--- src/rtl/vga_sync_ctrl.sv ---
// vga_sync_ctrl: VGA timing generator with a selectable pixel-rate divider.
//
// Ports:
//   clk_in      system clock
//   reset       asynchronous, active-high reset
//   enable      run control; low freezes every register and gates pix_tick
//   div_sel     pixel rate: 00=/1, 01=/2, 10=/4, 11=/8 of clk_in
//   pix_tick    one-clk_in-cycle pixel strobe
//   hsync/vsync sync outputs, active level set by SYNC_ACTIVE_LOW
//   video_on    high while (x, y) lies in the visible area
//   x, y        current pixel position
//   frame_start (only with VGA_FRAME_PULSE_EN defined) one-cycle pulse when
//               the position becomes (0,0)
//
// Optional feature macro: VGA_FRAME_PULSE_EN adds the frame_start output.
//
// Horizontal FSM (vertical is identical on y, stepping only on x wrap):
//   state  | meaning
//   HS_ACT | visible pixels
//   HS_FP  | front porch
//   HS_SYN | sync pulse
//   HS_BP  | back porch (also the reset state, so the first pixel is (0,0))
module vga_sync_ctrl #(
  parameter int H_VISIBLE       = 640,
  parameter int H_FP            = 16,
  parameter int H_SYNC          = 96,
  parameter int H_BP            = 48,
  parameter int V_VISIBLE       = 480,
  parameter int V_FP            = 10,
  parameter int V_SYNC          = 2,
  parameter int V_BP            = 33,
  parameter bit SYNC_ACTIVE_LOW = 1'b1
) (
  input  logic       clk_in,
  input  logic       reset,
  input  logic       enable,
  input  logic [1:0] div_sel,
  output logic       pix_tick,
  output logic       hsync,
  output logic       vsync,
  output logic       video_on,
  output logic [9:0] x,
  output logic [9:0] y
`ifdef VGA_FRAME_PULSE_EN
  ,
  output logic       frame_start
`endif
);

  localparam int H_TOTAL = H_VISIBLE + H_FP + H_SYNC + H_BP;
  localparam int V_TOTAL = V_VISIBLE + V_FP + V_SYNC + V_BP;

  localparam logic [9:0] X_LAST     = 10'(H_TOTAL - 1);
  localparam logic [9:0] X_FP_START = 10'(H_VISIBLE);
  localparam logic [9:0] X_SY_START = 10'(H_VISIBLE + H_FP);
  localparam logic [9:0] X_BP_START = 10'(H_VISIBLE + H_FP + H_SYNC);
  localparam logic [9:0] Y_LAST     = 10'(V_TOTAL - 1);
  localparam logic [9:0] Y_FP_START = 10'(V_VISIBLE);
  localparam logic [9:0] Y_SY_START = 10'(V_VISIBLE + V_FP);
  localparam logic [9:0] Y_BP_START = 10'(V_VISIBLE + V_FP + V_SYNC);

  localparam logic SYNC_ON  = ~SYNC_ACTIVE_LOW;
  localparam logic SYNC_OFF = SYNC_ACTIVE_LOW;

  typedef enum logic [1:0] {HS_ACT, HS_FP, HS_SYN, HS_BP} h_state_t;
  typedef enum logic [1:0] {VS_ACT, VS_FP, VS_SYN, VS_BP} v_state_t;

  h_state_t   h_state, h_next;
  v_state_t   v_state, v_next;
  logic [2:0] div_cnt;
  logic [2:0] div_max;
  logic [1:0] ratio_q;
  logic       tick_q;
  logic       div_wrap;
  logic       advance;
  logic       x_wrap;
  logic       y_wrap;
  logic [9:0] x_next;
  logic [9:0] y_next;

  // ratio_q only changes at a divider wrap, so a div_sel change mid-period
  // never shortens or merges a tick.
  always_comb begin
    div_max = 3'd0;
    unique case (ratio_q)
      2'b00: div_max = 3'd0;
      2'b01: div_max = 3'd1;
      2'b10: div_max = 3'd3;
      2'b11: div_max = 3'd7;
    endcase
  end

  assign div_wrap = (div_cnt == div_max);
  // The strobe register is held while disabled so no pending pixel is lost;
  // gating with enable keeps pix_tick low during the freeze.
  assign pix_tick = tick_q & enable;
  assign advance  = tick_q & enable;
  assign x_wrap   = (x == X_LAST);
  assign y_wrap   = (y == Y_LAST);
  assign x_next   = x_wrap ? 10'd0 : x + 10'd1;
  assign y_next   = x_wrap ? (y_wrap ? 10'd0 : y + 10'd1) : y;

  always_comb begin
    h_next = h_state;
    v_next = v_state;
    if (advance) begin
      unique case (h_state)
        HS_ACT: if (x_next == X_FP_START) h_next = HS_FP;
        HS_FP:  if (x_next == X_SY_START) h_next = HS_SYN;
        HS_SYN: if (x_next == X_BP_START) h_next = HS_BP;
        HS_BP:  if (x_next == 10'd0)      h_next = HS_ACT;
      endcase
      if (x_wrap) begin
        unique case (v_state)
          VS_ACT: if (y_next == Y_FP_START) v_next = VS_FP;
          VS_FP:  if (y_next == Y_SY_START) v_next = VS_SYN;
          VS_SYN: if (y_next == Y_BP_START) v_next = VS_BP;
          VS_BP:  if (y_next == 10'd0)      v_next = VS_ACT;
        endcase
      end
    end
  end

  always_ff @(posedge clk_in or posedge reset) begin
    if (reset) begin
      h_state <= HS_BP;
      v_state <= VS_BP;
    end else if (enable) begin
      h_state <= h_next;
      v_state <= v_next;
    end
  end

  // Sync and video_on are registered from the next states so they describe
  // the same pixel as x/y on every edge.
  always_ff @(posedge clk_in or posedge reset) begin
    if (reset) begin
      div_cnt  <= 3'd0;
      ratio_q  <= 2'b00;
      tick_q   <= 1'b0;
      x        <= X_LAST;
      y        <= Y_LAST;
      hsync    <= SYNC_OFF;
      vsync    <= SYNC_OFF;
      video_on <= 1'b0;
    end else if (enable) begin
      if (div_wrap) begin
        div_cnt <= 3'd0;
        ratio_q <= div_sel;
        tick_q  <= 1'b1;
      end else begin
        div_cnt <= div_cnt + 3'd1;
        tick_q  <= 1'b0;
      end
      if (advance) begin
        x <= x_next;
        y <= y_next;
      end
      hsync    <= (h_next == HS_SYN) ? SYNC_ON : SYNC_OFF;
      vsync    <= (v_next == VS_SYN) ? SYNC_ON : SYNC_OFF;
      video_on <= (h_next == HS_ACT) && (v_next == VS_ACT);
    end
  end

`ifdef VGA_FRAME_PULSE_EN
  always_ff @(posedge clk_in or posedge reset) begin
    if (reset) begin
      frame_start <= 1'b0;
    end else if (enable) begin
      frame_start <= advance & x_wrap & y_wrap;
    end
  end
`endif

endmodule

--- config.mk ---
export PLATFORM = sky130hd
export DESIGN_NAME = vga_sync_ctrl
export DESIGN_NICKNAME = d
export VERILOG_FILES = /design/src/rtl/vga_sync_ctrl.sv
export SDC_FILE = /design/constraint.sdc
export NUM_CORES = 1
export LEC_CHECK = 0
export ABC_AREA = 1
export ABC_CLOCK_PERIOD_IN_PS = 2300
export BUFFER_PORTS_ARGS = -buffer_cell sky130_fd_sc_hd__buf_4
export CAP_MARGIN = 25
export CORE_UTILIZATION = 30
export CTS_CLUSTER_DIAMETER = 30
export DETAILED_ROUTE_END_ITERATION = 10
export SLEW_MARGIN = 25
export SYNTH_ARGS = -nofsm -noshare
export SYNTH_HDL_FRONTEND = slang
export SYNTH_SLANG_ARGS = --single-unit
--- constraint.sdc ---
create_clock -name clk_in -period 2.3 [get_ports clk_in]
set_input_delay 0.115 -clock clk_in [delete_from_list [all_inputs] [get_ports clk_in]]
set_output_delay 0.115 -clock clk_in [all_outputs]
set_load 0.02 [all_outputs]
# Yosys cells after proc, flatten, opt, wreduce, memory -nomap -nowiden
# Index checks and enable logic that the tools add are counted.
# op_classes
reduce_logical,10
eq_ne,20
bitwise,1
n_mux,21
addsub,3
# op_table
op,n
"equality test 10 bit, second input constant",5
"equality test 10 x 9 -> 1 bit, second input constant",3
2-to-1 mux 10 bit,3
2-to-1 mux 2 bit,11
"adder 10 x 1 -> 10 bit, second input constant",2
logical NOT 10 bit,2
"equality test 2 bit, second input constant",8
case mux 2 bit (4 select lines),2
case mux 3 bit (4 select lines),1
logical NOT 2 bit,5
"equality test 2 x 1 -> 1 bit, second input constant",3
AND reduction 2 bit,2
"adder 3 x 1 -> 3 bit, second input constant",1
equality test 3 bit,1
2-to-1 mux 1 bit,3
2-to-1 mux 3 bit,1
bitwise AND 1 bit,1
logical AND 1 bit,1
# word_totals
reg_bits,33
output_inout_bits,24

# Longest topological paths before layout
# Gate-level depths: netlist (run 1).
# logic_depth
word_depth,10
ltp_mapped,19
mapped_depth_nobuf,18

# Worst setup path after synthesis (run 1)
# Ideal clock, no wire load.
# synth_path
kind,reg2reg
from,register x[0]
to,register video_on
path_buffers,1
t_arrival_ns,2.051
period_less_slack_ns,2.169
setup_time_ns,0.118
stages_incl_launch_ff,20
slack_ns,0.131
cell_sequence,dfstp_2 > ha_1 > nand2_1 > inv_2 > nand2_2 > nor2_4 > buf_6 > nand3_1 > nand2_1 > nand3_1 > nand2_1 > inv_1 > nand3_2 > nand2_2 > nand2_1 > clkinv_1 > nand2_1 > nand2_2 > nand4_1 > nand2_1
# synth_via
elab_chain_len,9
# synth_rtl
element,line_no,source
from (decl),42,"output logic [9:0] x,"
from (signal assigned),156,x <= x_next;
branches (longest 8 deep; another with adder 10 x 1 -> 10 bit),n/a,
logical AND 1 bit *,161,video_on <= (h_next == HS_ACT) && (v_next == VS_ACT);
to (signal assigned),161,
to (decl),41,"output logic video_on,"
# Every way passes the cells marked *.
# A chain may end at the register's enable or synchronous reset.

# Worst setup path in the final report (run 1)
# layout_path
from,register y[2]
to,register video_on
# layout_via
elab_chain_len,10
# layout_rtl
element,line_no,source
from (decl),43,output logic [9:0] y
from (signal assigned),157,y <= y_next;
adder 10 x 1 -> 10 bit / equality test 10 bit (equally long branches),"101, 99",
2-to-1 mux 10 bit,101,assign y_next = x_wrap ? (y_wrap ? 10'd0 : y + 10'd1) : y;
2-to-1 mux 10 bit *,101,
equality test 10 x 9 -> 1 bit (tied with other cells),117,VS_SYN: if (y_next == Y_BP_START) v_next = VS_BP;
"2-to-1 mux 2 bit, on equally long branches",n/a,
case mux 2 bit (4 select lines) *,114,unique case (v_state)
2-to-1 mux 2 bit *,113,if (x_wrap) begin
2-to-1 mux 2 bit *,106,if (advance) begin
logical NOT 2 bit *,161,
logical AND 1 bit *,161,
# Every way passes the cells marked *; elsewhere a longest branch is shown, timed or not.

==> results of run 1 <==
==> cell type report <==
cell class	instances	area, um^2
Multi-Input combinational cell	275	1660
Clock inverter	1	30.0
Inverter	44	168
Tap cell	102	128
Timing Repair Buffer	61	538
Fill cell	789	4230
Clock buffer	7	86.3
Sequential cell	33	847
==> final timing paths <==
check | start | slack (ps) | end | cells after the start
max in group asynchronous | reset | 1480 | x[3]$_DFFE_PP1P_ | 4
hold / removal | div_sel[1] | 10 | ratio_q[1]$_DFFE_PP0P_ | 3
min in group asynchronous | reset | 460 | y[0]$_DFFE_PP0P_ | 4
hold reg to reg | tick_q$_DFFE_PP0P_ | 490 | tick_q$_DFFE_PP0P_ | 2
setup / recovery | y[2]$_DFFE_PP1P_ | 9 | video_on$_DFFE_PP0P_ | 16
setup reg to reg | y[2]$_DFFE_PP1P_ | 9 | video_on$_DFFE_PP0P_ | 16
==> registers in the layout, indices dropped and copies added (netlist names) <==
| name | flops |
|---|---|
| x | 10 |
| y | 10 |
| div_cnt | 3 |
| h_state | 2 |
| ratio_q | 2 |
| v_state | 2 |
| hsync | 1 |
| tick_q | 1 |
| video_on | 1 |
| vsync | 1 |
==> report_power, final <==
group,internal (uW),switching [uW]
combinational,294,442
clock,354,252
sequential,703,103
total,1350,797
==> critical path: stages, from the launching register on <==
cell     delay [ps]
dfstp_2         600
nand3_1         210
inv_1           180
nand2_1          70
nand2_1          60
nand2_1         110
a21oi_1         210
nand2_2          90
nor2_2          130
nand3_2          90
nand2_2          90
nand2_2          60
inv_2            50
nand2_2          50
nand2_2          80
nand4_1          90
nand2_1          70
==> repair_timing <==
action,4_1_cts,5_1_grt
hold buffers,2,0
setup buffers,0,15
gates resized for setup,2,89
cloned,0,5
hold endpoints to repair,18,0
pin swaps,0,47
endpoints found under the setup margin,4,6
==> routing by layer <==
metal	vias to the layer above	routed length, um	GRT usage
met5	-	0	0
met1	1206	2960	0.197
met4	0	250	0.0675
li1	1267	-	-
met2	78	3630	0.270
met3	25	313	0.0285
==> cells by family after synthesis <==
kind of cell	after synthesis	synth area share
flops	33	0.356
compound gates	38	0.0927
xor+xnor	6	0.0221
fa+ha+maj	4	0.0211
buf+inv	52	0.0921
simple gates	225	0.416
==> cell usage in the layout (no fill, tap or decap), drive strengths merged, types with 3 or more instances in the layout <==
cell type  netlist  routed
a31oi            3       3
ha               4       4
dfstp           16      16
xor2             3       3
nor3             4       4
o21ai           24      24
nor2            41      41
nand3           29      31
dfrtp           17      17
nand2          140     140
a21oi            5       5
buf              4      57
o22ai            3       3
nand4            9       9
inv             42      43
xnor2            3       3
clkbuf           4       9
==> metrics by stage <==
stage,cells,TNS [ps],util
after global placement,493,-61.8,0.360
after detailed placement,493,-182,0.360
final,523,0,0.449
after floorplan,358,0,-
after CTS,503,0,0.380
after global routing,523,-357,0.449
==> results.sh, run 1 <==
export IMPL_outcome="finished, final reports clean"
export IMPL_route_detailed_vias_per_inst=4.93
export IMPL_boundaryPins=29
export IMPL_worstPathArrival_ps=2540
export IMPL_clock_sink_count=33
export IMPL_leakagePower_uw=0.00160
export IMPL_antenna_found_initial=0
export IMPL_fmax_mhz=437
export IMPL_design_die_area_um2=8280
export IMPL_post_place_ws_ps=-101
export IMPL_post_route_drc_count=0
export IMPL_slew_at_the_pin_with_the_worst_max_slew_slack_ps=671
export IMPL_coreArea_um2=7690
export IMPL_cap_viol_max_count=0
export IMPL_crit_path_start_kind="flip-flop"
export IMPL_synth_enable_flop_cells=0
export IMPL_critPathMaxFanout=7
export IMPL_dr_pass1_iters=4
export IMPL_vias=2576
export IMPL_clk_transition_reported_paths_ps=80
export IMPL_initial_cell_density_of_the_core=0.309
export IMPL_grt_pass1_wl_um=10500
export IMPL_max_slew_margin=0.552
export IMPL_total_power_uw=2150
export IMPL_detail_route_wl_per_cell_um=13.7
export IMPL_dpl_cell_area_um2=2770
export IMPL_syn_cell_area_um2=2380
export IMPL_unrepaired_setup_endpoints_after_global_routing="yes"
export IMPL_worst_hold_slack_ps=12.6
export IMPL_drv_slew=0
export IMPL_clock_insertion_delay_worst_skew_ps=310
export IMPL_fp_row_count=32
export IMPL_min_period_over_period=0.996
export IMPL_layout_cells_sized_above_1=0.416
export IMPL_min_delay_path_class="input pin to flip-flop"
export IMPL_synthDistinctLibCells=33
export IMPL_port_buffers=28
export IMPL_htree_num_levels=2
export IMPL_grt_pass1_vias=2290
export IMPL_finClkSkew_ps=11.0
export IMPL_final_setup_worst_slack_ps=9.50
export IMPL_post_synth_cell_area_avg_um2=6.64
export IMPL_max_vdd_ir_drop_uv=357
export IMPL_syn_instance_count=358
export IMPL_netlist_top_cells_count="132 x nand2_1, 38 x inv_1, 34 x nor2_1, 26 x nand3_1, 18 x o21ai_0"
export IMPL_critPathRequiredTime_ps=2550
export IMPL_final_net_count=429
export IMPL_ctsRootBufferMaster="clkbuf_8"
export IMPL_maximum_number_of_pins_on_one_net_before_global_route_repair=34
export IMPL_wl_um=7150
export IMPL_type_of_element_capturing_the_critical_path="flip-flop"
export IMPL_synth_top_area_share=0.209
export IMPL_synthArstFlopShare=1.00
export IMPL_synth_main_ff_cell="dfrtp_1"
export IMPL_synth_seq_cells=33
export IMPL_diodes=0
export IMPL_grt_overflow=0
export IMPL_synthMostInstantiatedCell="nand2_1"
export IMPL_finalSetupViolCount=0
export IMPL_cts_buffers_inserted=5
export IMPL_mappedNetlistNets=367
export IMPL_cell_type_with_the_largest_total_area_after_synthesis="nand2_1"
export IMPL_die_width_um=91.0
export IMPL_powerDensity_nw_per_um2=622
export IMPL_post_synth_main_area_contributors="nand2_1 21%, dfrtp_1 18%, dfstp_2 18%"
export IMPL_clock_tree_from_tritoncts="built"
export IMPL_hold_violations=0
export IMPL_die_y_um=91.0
export IMPL_remaining_number_of_nets_flagged_by_the_antenna_check_after_routing=0
export IMPL_layout_cell_area_non_filler_um2=3450
export IMPL_synth_sequential_area_ratio=0.356
export IMPL_routabilityCongestion=0.856
export IMPL_dp_hpwl_um=4390
export IMPL_yosys_warnings=0
export IMPL_detailedRoute_firstIterationViolations=233
export IMPL_layout_area_overhead_vs_synth_pct=45.3
export IMPL_maximum_buffer_depth_of_the_clock_tree=2
export IMPL_track_usage=0.159
export IMPL_start_to_end_type_of_the_worst_setup_path="flip-flop to flip-flop"
export IMPL_finalCriticalPeriod_ps=2290
(Power assumes the default switching activity.)
==> inputs of run 2 (changes only) <==
--- a/config.mk
+++ b/config.mk
@@ -6,12 +6,13 @@
 export NUM_CORES = 1
 export LEC_CHECK = 0
 export ABC_AREA = 1
-export ABC_CLOCK_PERIOD_IN_PS = 2300
+export ABC_CLOCK_PERIOD_IN_PS = 2600
 export BUFFER_PORTS_ARGS = -buffer_cell sky130_fd_sc_hd__buf_4
 export CAP_MARGIN = 25
 export CORE_UTILIZATION = 30
 export CTS_CLUSTER_DIAMETER = 30
 export DETAILED_ROUTE_END_ITERATION = 10
+export PLACE_DENSITY = 0.5
 export SLEW_MARGIN = 25
 export SYNTH_ARGS = -nofsm -noshare
 export SYNTH_HDL_FRONTEND = slang
==> constraint.sdc (replaced) <==
create_clock -name clk_in -period 2.6 [get_ports clk_in]
set_input_delay 0.13 -clock clk_in [delete_from_list [all_inputs] [get_ports clk_in]]
set_output_delay 0.13 -clock clk_in [all_outputs]
set_load 0.02 [all_outputs]
==> run 2 against run 1 <==
  * Core utilization fell by 7.7 points
  * Setup slack gained 220 ps
  * Register-to-register slack improved by 220 ps
  * Critical path depth up 1
==> results.sh, run 2 (synthesis gave the netlist of run 1 again) <==
export IMPL_outcome="finished, final reports clean"
export IMPL_dr_pass1_iters=4
export IMPL_design_die_area_um2=8280
export IMPL_cts_buffers_inserted=5
export IMPL_timing_critical_path_slowest_stage_cell="dfrtp_1"
export IMPL_finalSetupViolCount=0
export IMPL_critPathRequiredTime_ps=2780
export IMPL_largestRegisters="x: 10 flops, y: 10 flops, div_cnt: 3 flops"
export IMPL_dp_cells=485
export IMPL_final_net_count=403
export IMPL_type_of_element_capturing_the_critical_path="flip-flop"
export IMPL_clk_transition_reported_paths_ps=70
export IMPL_remaining_number_of_nets_flagged_by_the_antenna_check_after_routing=0
export IMPL_crit_chain="inv_1 -> ha_1 -> nand2_1 -> nor2_1 -> nand3_2 -> nand2_1 -> nand2_1 -> nand2_1 -> nand2_1 -> nor2_2 -> nand2_1 -> nor2_1 -> a21oi_1 -> nand2_1 -> nand2_2 -> nand4_1 -> nand2_1"
export IMPL_clock_insertion_delay_worst_skew_ps=290
export IMPL_coreArea_um2=7690
export IMPL_crit_start="y[0]$_DFFE_PP0P_"
export IMPL_antenna_found_initial=0
export IMPL_detailedRoute_firstIterationViolations=105
export IMPL_fp_row_count=32
export IMPL_finalCriticalPeriod_ps=2370
export IMPL_die_width_um=91.0
export IMPL_layout_cell_area_non_filler_um2=2860
export IMPL_vias=2325
export IMPL_powerDensity_nw_per_um2=576
export IMPL_finish_cell_count_without_fillers=497
export IMPL_fmax_mhz=422
export IMPL_grt_overflow=0
export IMPL_critical_path_most_common_cell="nand2_1"
export IMPL_slew_at_the_pin_with_the_worst_max_slew_slack_ps=561
export IMPL_post_place_ws_ps=69.0
export IMPL_cap_viol_max_count=0
export IMPL_ctsRootBufferMaster="clkbuf_8"
export IMPL_max_vdd_ir_drop_uv=294
export IMPL_layout_cells_sized_above_1=0.230
export IMPL_min_period_over_period=0.911
export IMPL_clock_tree_from_tritoncts="built"
export IMPL_start_to_end_type_of_the_worst_setup_path="flip-flop to flip-flop"
export IMPL_final_cell_mix="131 x nand2_1, 38 x inv_1, 34 x buf_4"
export IMPL_wl_um=5990
export IMPL_dp_hpwl_um=4430
export IMPL_routabilityCongestion=0.813
export IMPL_grt_pass1_vias=2223
export IMPL_drv_slew=0
export IMPL_port_buffers=28
export IMPL_maximum_buffer_depth_of_the_clock_tree=2
export IMPL_leakagePower_uw=0.00140
export IMPL_fin_tns_setup_ps=0
export IMPL_die_y_um=91.0
export IMPL_htree_num_levels=2
export IMPL_grt_pass1_wl_um=10300
export IMPL_worstPathArrival_ps=2550
export IMPL_clock_sink_count=33
export IMPL_crit_path_start_kind="flip-flop"
export IMPL_critical_path_top_delay_family="simple AND/OR/NAND/NOR gates"
export IMPL_critPathMaxFanout=9
export IMPL_finClkSkew_ps=8.62
export IMPL_unrepaired_setup_endpoints_after_global_routing="no"
export IMPL_diodes=0
export IMPL_track_usage=0.156
export IMPL_total_power_uw=1650
export IMPL_initial_cell_density_of_the_core=0.309
export IMPL_timing_critical_path_buf_inv=1
export IMPL_final_setup_worst_slack_ps=231
export IMPL_max_stage_delay_ps=450
export IMPL_hold_violations=0
export IMPL_route_detailed_vias_per_inst=4.68
export IMPL_max_slew_margin=0.625
export IMPL_dpl_cell_area_um2=2710
export IMPL_min_delay_path_class="input pin to flip-flop"
export IMPL_boundaryPins=29
export IMPL_detail_route_wl_per_cell_um=12.0
export IMPL_post_route_drc_count=0
export IMPL_hold_start="div_sel[1]"
export IMPL_maximum_number_of_pins_on_one_net_before_global_route_repair=34
export IMPL_r2r_start="y[0]$_DFFE_PP0P_"
export IMPL_mostFrequentLayoutCell="nand2_1"
export IMPL_layout_area_overhead_vs_synth_pct=20.3
## run 2: cell types whose count changed in the layout (fill, tap and decap cells not counted), sizes merged
cell	before	now
nand3	31	29
dlygate4sd3	2	1
clkinv	1	4
clkinvlp	0	1
clkbuf	9	5
inv	43	42
buf	57	36
bufinv	1	0
## run 2: per-layer routing
metal	up-vias	track usage	part of all wire
met5	-	0	0
met2	38	0.256	0.49
met4	0	0.0569	0.010
li1	1199	-	-
met3	4	0.0260	0.028
met1	1084	0.205	0.47
## run 2: final timing paths
kind	to	slack, ps	depth (start not counted)
max	video_on$_DFFE_PP0P_	230	17
min	ratio_q[1]$_DFFE_PP0P_	40	3
max reg2reg	video_on$_DFFE_PP0P_	230	17
min reg2reg	tick_q$_DFFE_PP0P_	490	2
max in group asynchronous	x[9]$_DFFE_PP1P_	1760	4
min in group asynchronous	y[5]$_DFFE_PP0P_	500	4
## run 2: final cells by class
type                            instances  area, um^2
Inverter                               44         165
Clock buffer                            5        68.8
Sequential cell                        33         846
Tap cell                              102         128
Multi-Input combinational cell        273        1330
Fill cell                             863        4830
Clock inverter                          3        17.5
Timing Repair Buffer                   37         305
## run 2: repair_timing
action | CTS | global route
setup buffers | 0 | 3
setup endpoints to repair | 0 | 5
hold endpoints to repair | 17 | 0
hold buffers | 1 | 0
resized for setup | 0 | 4
## run 2: worst reg2reg max path: cells and delay by family, from the launching register on
| kind | cells | cell delay [ps] |
|---|---|---|
| buffers and inverters | 1 | 140 |
| AND/OR/NAND/NOR | 14 | 1380 |
| AO/OA/AOI/OAI | 1 | 70 |
| flip-flops | 1 | 450 |
| adder cells (fa/ha/maj) | 1 | 220 |
## run 2: report_power, final
group          switching [uW]  internal [uW]  total [uW]
Clock                     209            185         394
Sequential               96.8            621         718
Combinational             325            210         536
## run 2: per-stage QoR
| stage | utilization | hold slack [ps] |
|---|---|---|
| finish | 0.372 | 43.9 |
| global route | 0.372 | 44.5 |
| CTS | 0.365 | 39.0 |
| detailed placement | 0.353 | 273 |
| global placement | 0.353 | 273 |
| floorplan | - | 240 |
